[src/rtl/fetch_pkg.sv]
// Shared types and constants for the instruction fetch stage.
package fetch_pkg;

   localparam int unsigned INSTR_BYTES = 4;
   localparam logic [31:0] DEFAULT_RESET_PC = 32'h0000_0000;

   typedef struct packed {
      logic [31:0] pc;
      logic [31:0] instr;
   } fetch_entry_t;

   typedef enum logic {
      RUN,
      DRAIN
   } fetch_state_t;

endpackage

[src/rtl/sync_fifo.sv]
// Small synchronous FIFO with occupancy count and single-cycle flush.
module sync_fifo #(
   parameter int WIDTH = 32,
   parameter int DEPTH = 4
) (
   input  logic                     clk,
   input  logic                     reset,
   input  logic                     push,
   input  logic                     pop,
   input  logic                     flush,
   input  logic [WIDTH-1:0]         din,
   output logic [WIDTH-1:0]         dout,
   output logic [$clog2(DEPTH):0]   count
);

   localparam int AW = $clog2(DEPTH);
   localparam int CW = AW + 1;

   logic [WIDTH-1:0] mem [DEPTH];
   logic [AW-1:0]    wptr;
   logic [AW-1:0]    rptr;

   always_ff @(posedge clk) begin
      if (push && !flush) begin
         mem[wptr] <= din;
      end
   end

   always_ff @(posedge clk) begin
      if (reset || flush) begin
         wptr  <= '0;
         rptr  <= '0;
         count <= '0;
      end else begin
         if (push) begin
            wptr <= wptr + 1'b1;
         end
         if (pop) begin
            rptr <= rptr + 1'b1;
         end
         count <= count + CW'(push) - CW'(pop);
      end
   end

   assign dout = mem[rptr];

endmodule

[src/rtl/fetch_unit.sv]
// Pipelined instruction fetch: credit-limited requests, prefetch buffer,
// and redirect handling that drops responses to stale in-flight requests.
module fetch_unit
   import fetch_pkg::*;
#(
   parameter logic [31:0] RESET_PC = DEFAULT_RESET_PC,
   parameter int          DEPTH    = 4
) (
   input  logic        clk,
   input  logic        reset,
   output logic        mem_req_valid,
   output logic [31:0] mem_req_addr,
   input  logic        mem_req_ready,
   input  logic        mem_resp_valid,
   input  logic [31:0] mem_resp_data,
   input  logic        redirect_valid,
   input  logic [31:0] redirect_pc,
   output logic        out_valid,
   output logic [31:0] out_pc,
   output logic [31:0] out_instr,
   input  logic        out_ready
);

   localparam int CW = $clog2(DEPTH) + 1;
   localparam logic [CW:0] CREDITS = DEPTH[CW:0];

   fetch_state_t state;
   fetch_state_t state_next;

   logic [31:0]   fetch_pc;
   logic [CW-1:0] outstanding;
   logic [CW-1:0] outstanding_next;
   logic [CW-1:0] discard;
   logic [CW-1:0] occupancy;
   logic [CW-1:0] pcq_count;
   logic [CW:0]   credit_used;
   logic [31:0]   resp_pc;
   logic          accept;
   logic          drop;
   logic          push;
   logic          pop;
   logic          last_drop;
   logic          unused_pc_lsbs;
   fetch_entry_t  head;
   fetch_entry_t  push_entry;

   assign unused_pc_lsbs = ^redirect_pc[1:0];

   assign credit_used = {1'b0, occupancy} + {1'b0, outstanding};
   assign mem_req_valid = !reset && (credit_used < CREDITS);
   assign mem_req_addr = fetch_pc;
   assign accept = mem_req_valid && mem_req_ready;

   assign outstanding_next = outstanding + CW'(accept) - CW'(mem_resp_valid);

   // A response arriving with a redirect is stale and never enters the buffer.
   assign drop = (state == DRAIN) || redirect_valid;
   assign push = mem_resp_valid && !drop;
   assign last_drop = (state == DRAIN) && mem_resp_valid && (discard == CW'(1));

   assign out_valid = !reset && (occupancy != '0);
   assign out_pc = head.pc;
   assign out_instr = head.instr;
   assign pop = out_valid && out_ready;

   assign push_entry = '{pc: resp_pc, instr: mem_resp_data};

   sync_fifo #(.WIDTH($bits(fetch_entry_t)), .DEPTH(DEPTH)) u_buf (
      .clk   (clk),
      .reset (reset),
      .push  (push),
      .pop   (pop),
      .flush (redirect_valid),
      .din   (push_entry),
      .dout  (head),
      .count (occupancy)
   );

   // Never flushed: discarded requests still need their pc popped.
   sync_fifo #(.WIDTH(32), .DEPTH(DEPTH)) u_pcq (
      .clk   (clk),
      .reset (reset),
      .push  (accept),
      .pop   (mem_resp_valid),
      .flush (1'b0),
      .din   (fetch_pc),
      .dout  (resp_pc),
      .count (pcq_count)
   );

   always_ff @(posedge clk) begin
      if (reset) begin
         state       <= RUN;
         fetch_pc    <= RESET_PC;
         outstanding <= '0;
         discard     <= '0;
      end else begin
         state       <= state_next;
         outstanding <= outstanding_next;
         if (redirect_valid) begin
            fetch_pc <= {redirect_pc[31:2], 2'b00};
            discard  <= outstanding_next;
         end else begin
            if (accept) begin
               fetch_pc <= fetch_pc + 32'(INSTR_BYTES);
            end
            if (mem_resp_valid && (state == DRAIN)) begin
               discard <= discard - 1'b1;
            end
         end
      end
   end

   always_comb begin
      state_next = state;
      unique case (1'b1)
         redirect_valid: begin
            state_next = (outstanding_next != '0) ? DRAIN : RUN;
         end
         (!redirect_valid && last_drop): begin
            state_next = RUN;
         end
         default: begin
            state_next = state;
         end
      endcase
   end

   a_outstanding: assert property (@(posedge clk) disable iff (reset)
      outstanding <= CW'(DEPTH));
   a_credit: assert property (@(posedge clk) disable iff (reset)
      credit_used <= CREDITS);
   a_resp: assert property (@(posedge clk) disable iff (reset)
      mem_resp_valid |-> (outstanding != '0));
   a_align: assert property (@(posedge clk) disable iff (reset)
      mem_req_addr[1:0] == 2'b00);
   a_pcq: assert property (@(posedge clk) disable iff (reset)
      pcq_count == outstanding);

endmodule
[config.mk]
export PLATFORM = sky130hd
export DESIGN_NAME = fetch_unit
export DESIGN_NICKNAME = d
export VERILOG_FILES = /design/src/rtl/fetch_pkg.sv /design/src/rtl/sync_fifo.sv /design/src/rtl/fetch_unit.sv
export SDC_FILE = /design/constraint.sdc
export NUM_CORES = 1
export LEC_CHECK = 0
export CAP_MARGIN = 40
export CELL_PAD_IN_SITES_DETAIL_PLACEMENT = 0
export CELL_PAD_IN_SITES_GLOBAL_PLACEMENT = 2
export CORE_UTILIZATION = 48
export CTS_CLUSTER_SIZE = 10
export DETAILED_ROUTE_END_ITERATION = 7
export DONT_BUFFER_PORTS = 1
export HOLD_SLACK_MARGIN = 0.05
export PLACE_DENSITY_LB_ADDON = 0.1
export SETUP_SLACK_MARGIN = 0.5
export SLEW_MARGIN = 20
export SYNTH_ARGS = -nofsm -noshare
export SYNTH_HDL_FRONTEND = slang
export SYNTH_SLANG_ARGS = --single-unit
[constraint.sdc]
create_clock -name clk -period 4.4 [get_ports clk]
set_input_delay 0.88 -clock clk [delete_from_list [all_inputs] [get_ports clk]]
set_output_delay 0.88 -clock clk [all_outputs]
set_load 0.02 [all_outputs]
# [Yosys cells after proc, flatten, opt, wreduce, memory -nomap -nowiden]
# Memory sizes are Yosys's and may differ from the RTL's. A register that Yosys moved wholly into a read port is not among the register bits.
# Cells that the tools add are included.
[op_classes] addsub=11 n_lt_le_gt_ge=1 eq_ne=1 muxes=14 reduce_logical=20
[op_table] operator="$mux 32" n=2
[op_table] operator="$add 32x3->32 const B" n=1
[op_table] operator="$logic_and 1x1->1" n=9
[op_table] operator="$add 2x1->2 const B" n=4
[op_table] operator="$mux 2" n=4
[op_table] operator="$add 3x1->3" n=2
[op_table] operator="$mux 3" n=2
[op_table] operator="$reduce_bool 2->1" n=3
[op_table] operator="$reduce_bool 3->1" n=2
[op_table] operator="$sub 3x1->3" n=2
[op_table] operator="$mux 1" n=5
[op_table] operator="$add 3x3->4" n=1
[op_table] operator="$lt 4x3->1 const B" n=1
[op_table] operator="$eq 3x1->1 const B" n=1
[op_table] operator="$logic_not 1->1" n=3
[op_table] operator="$sub 3x1->3 const B" n=1
[op_table] operator="$logic_or 1x1->1" n=2
[op_table] operator="$pmux 1 s2" n=1
[op_table] operator="$reduce_or 2->1" n=1
[word_totals] reg_bits=50 ram_bits=384 inputBits=70 n_memories=2
[mem_list] memory="u_buf.mem" depth=4 word_bits=64 rd=1 rd_clocked_by_memory_dff=1 wr=1 line="sync_fifo.sv:19" source="logic [WIDTH-1:0] mem [DEPTH];"
[mem_list] memory="u_pcq.mem" depth=4 word_bits=32 rd=1 rd_clocked_by_memory_dff=1 wr=1 line="sync_fifo.sv:19"

# [Longest topological paths before layout]
[depth] word_depth=9 ltp_mapped=13 ltp_nobuf=12

# [Hierarchy]
# Synthesis repeated with hierarchy kept, for this count alone.
[hier_totals] hier_cells=896 hier_area_um2=17249.0
[by_module_without_submodules] module="sync_fifo (u_buf)" instances=1 cells_each=379 area_each_um2=9756.9 seq_area_each_um2=7867.5
[by_module_without_submodules] module="sync_fifo (u_pcq)" instances=1 cells_each=212 area_each_um2=5104.9 seq_area_each_um2=4023.9
[by_module_without_submodules] module="fetch_unit" instances=1 cells_each=305 area_each_um2=2387.3 seq_area_each_um2=740.7

# [Worst setup path after synthesis]
# Ideal clock, no wire load.
[synth_path] path_kind="input port to flip-flop" from="input mem_resp_valid" to="memory u_buf.mem[0][0] in the netlist's numbering, enable pin" arrival_time_ns=2.956 required_time_ns=3.973 setup_slack_ns=1.017 stages=3 n_path_buf=1 cell_sequence="clkbuf_1 nor2b_1 and3_1"
[synth_between] elab_chain_cells=4
[synth_rtl] element="from (decl)" line="fetch_unit.sv:14" source="input logic mem_resp_valid,"
[synth_rtl] element="$logic_and 1x1->1" line="fetch_unit.sv:58" source="assign push = mem_resp_valid && !drop;"
[synth_rtl] element="$logic_and 1x1->1" line="sync_fifo.sv:24" source="if (push && !flush) begin"
[synth_rtl] element="$mux 1" line="sync_fifo.sv:24"
[synth_rtl] element="$mux 1 (implied by the code)" line="sync_fifo.sv:25" source="mem[wptr] <= din;"
[synth_rtl] element="to (decl)" line="sync_fifo.sv:19"
# No other way between the ends.

==> flow_summary.ini <==
[floorplan]
rows = 66
core_um2 = 32800
die_y_um = 185
die_width_um = 185
io_pins = 168
die_area_um2 = 34300
start_util = 0.492

[detailed_routing]
vias_per_cell = 5.59
vias = 7356
dr.pass1.iters = 4
met3WireLength_mm = 1.96
wl_per_cell_um = 23.0
met1_length_mm = 12.5
routed_wl_mm = 30.2
met2_length_mm = 15.2
dr.max_layer_used = met4
drtIter0Drc = 421
drc = 0
drt.antenna.violating_nets = 0

[global_routing]
grt_pass1_wl_mm = 46.3
antenna_found_initial = 0
overflow = 0
groute.usage.overall = 0.181
grt_max_degree = 47
first_global_vias = 7968

[place]
placed_cell_area_um2 = 16700
hpwlAfterDp_mm = 18.8
numPortBuffers = 0
gp_congestion = 0.724
dpl.cell_count = 1246

[pwr]
power_density_nw_per_um2 = 477
power.leakage_nw = 5.72
ir_drop_uv = 310
power_w = 0.00861

[synthesis]
synth_area_leader_cell = edfxtp_1
yosysTopAreaCellShare = 0.686
synth-edff-count = 368
synthCells = 828
syn_avg_cell_area_um2 = 19.5
async_reset_ff_frac = 0
ys_ff_latch = 420
synth_cell_types = 42
syn_area_um2 = 16100
yosys-top-cells-area = edfxtp_1 69%, mux4_2 13%, dfxtp_1 6.5%
synth-main-ff-cell = edfxtp_1
ys_seq_area_frac = 0.750
yosysWarnings = 0

[cells_and_area]
fin_nets = 943
most-common-layout-cells = 368 x edfxtp_1, 92 x mux4_2, 50 x clkbuf_16
syn_to_final_growth_pct = 12.0
drive_gt1_frac = 0.196
stdcell_area_um2 = 18000
instances_no_fill = 1316
final_common_cell = edfxtp_1
n_antenna_cell = 0
fillCellCount = 2524

[critical_path]
path_buf_inv = 1
rr_startpoint = u_buf.count[2]
cp-start-kind = flip-flop
reg2reg_to = discard[2]
required_ps = 3520
slowest_delay_ps = 820
reg2reg_slack_ps = 1160
crit_family = flip-flops
cp.depth = 2
path_cells = buf_4 -> mux4_2
endpoint_kind = output port
crit_slowest_cell = dfxtp_4
worstSetupPathType = reg2out
worstSetupEndpoint = out_pc[6]
arrival_ps = 2370
ff2ff_path_depth = 12
crit_path_max_fanout = 36

[cts]
clockBufferDepth = 3
htreeDepth = 2
cts_hold_buf = 0
cts_sinks = 420
cts_tree = yes
cts_buffers = 48
postCtsSetupRepairBufs = 0
cts.clk_slew.worst_paths_ps = 50
root_buffer = clkbuf_16
post_cts_resized = 0
clock_latency_ps = 540

[worst_hold_path]
timing.hold.worst.class = in2reg

[sta]
rsz0062_at_grt = false
fin_worst_skew_ps = 17.8
setup_tns_ps = 0
tightest_slew_ps = 731
finalCriticalPeriod_ps = 3250
timing.final.max_slew_violations = 0
setup_viol = 0
fin_crit_sh = 0.739
max_freq_ghz = 0.307
hold_viol = 0
whs_ps = 414
slew_headroom = 0.513

[run]
drv_cap = 0

[outcome]
outcome = finished, final reports clean
-- worst min-delay path by stage --
stage,from,cells past startpoint,endpoint,slack (ps)
3_3_place_gp,u_pcq.wptr[1],2,u_pcq.wptr[1],470
5_1_grt,reset,1,mem_req_addr[4],390
6_report,reset,1,flip-flop,410
4_1_cts,reset,1,flip-flop,390
2_1_floorplan,u_pcq.wptr[1],2,u_pcq.wptr[1],470
3_5_place_dp,u_pcq.wptr[1],2,u_pcq.wptr[1],500
-- synth_stat cells, types with 2 or more instances --
cell type,number
edfxtp_1,368
mux4_2,92
dfxtp_1,52
inv_1,34
nor2_1,32
nand2_1,24
clkbuf_1,23
a21oi_1,20
xnor2_1,20
ha_1,17
xor2_1,14
nor3_1,13
o21a_1,12
a211oi_1,8
nand3_1,8
and3_1,7
buf_1,7
nand4_1,7
nor4_1,7
o21ai_0,7
o31a_1,7
and2_1,6
buf_4,5
nor2b_1,5
and4_1,4
buf_2,4
a311oi_1,3
mux2i_1,3
or3_1,3
buf_6,2
fa_1,2
or4_1,2
-- power by group --
part	internal [W]	switching, W
logic	0.000207	0.000310
clock network	0.00205	0.00139
registers	0.00453	0.000127
-- cell families after synthesis --
group,after synthesis,share of synthesized area
other,1,0.000233
AND/OR/NAND/NOR,125,0.0410
adder cells (fa/ha/maj),19,0.0157
buffers and inverters,76,0.0201
AO/OA/AOI/OAI,57,0.0231
flip-flops,420,0.750
XOR/XNOR,34,0.0185
multiplexers,96,0.131
-- metrics by stage --
step	util	setup slack, ps
6_report	0.551	1150
3_3_place_gp	0.506	987
5_1_grt	0.551	868
2_1_floorplan	-	1020
3_5_place_dp	0.510	871
4_1_cts	0.551	1030
-- metal layers --
| layer | vias up | track usage |
|---|---|---|
| li1 | 3329 | - |
| met4 | 0 | 0.0506 |
| met3 | 54 | 0.0456 |
| met2 | 202 | 0.315 |
| met5 | - | 0 |
| met1 | 3771 | 0.224 |
-- registers in the layout (all words and copies together), names as in the netlist, named ones only --
| name | flops |
|---|---|
| u_buf.mem | 248 |
| u_pcq.mem | 120 |
| mem_req_addr | 30 |
| discard | 3 |
| outstanding | 3 |
| u_buf.count | 3 |
| u_buf.rptr | 2 |
| u_buf.wptr | 2 |
| u_pcq.rptr | 2 |
| u_pcq.wptr | 2 |
| state | 1 |
-- cell type report --
| cell class | instances | area, µm² | area share |
|---|---|---|---|
| Clock buffer | 68 | 1320 | 0.0731 |
| Clock inverter | 2 | 23.8 | 0.00132 |
| Inverter | 35 | 131 | 0.00728 |
| Multi-Input combinational cell | 335 | 3730 | 0.207 |
| Sequential cell | 420 | 12100 | 0.670 |
| Tap cell | 442 | 553 | 0.0306 |
| Timing Repair Buffer | 14 | 190 | 0.0105 |
No activity file was read; power rests on OpenSTA's default activity.
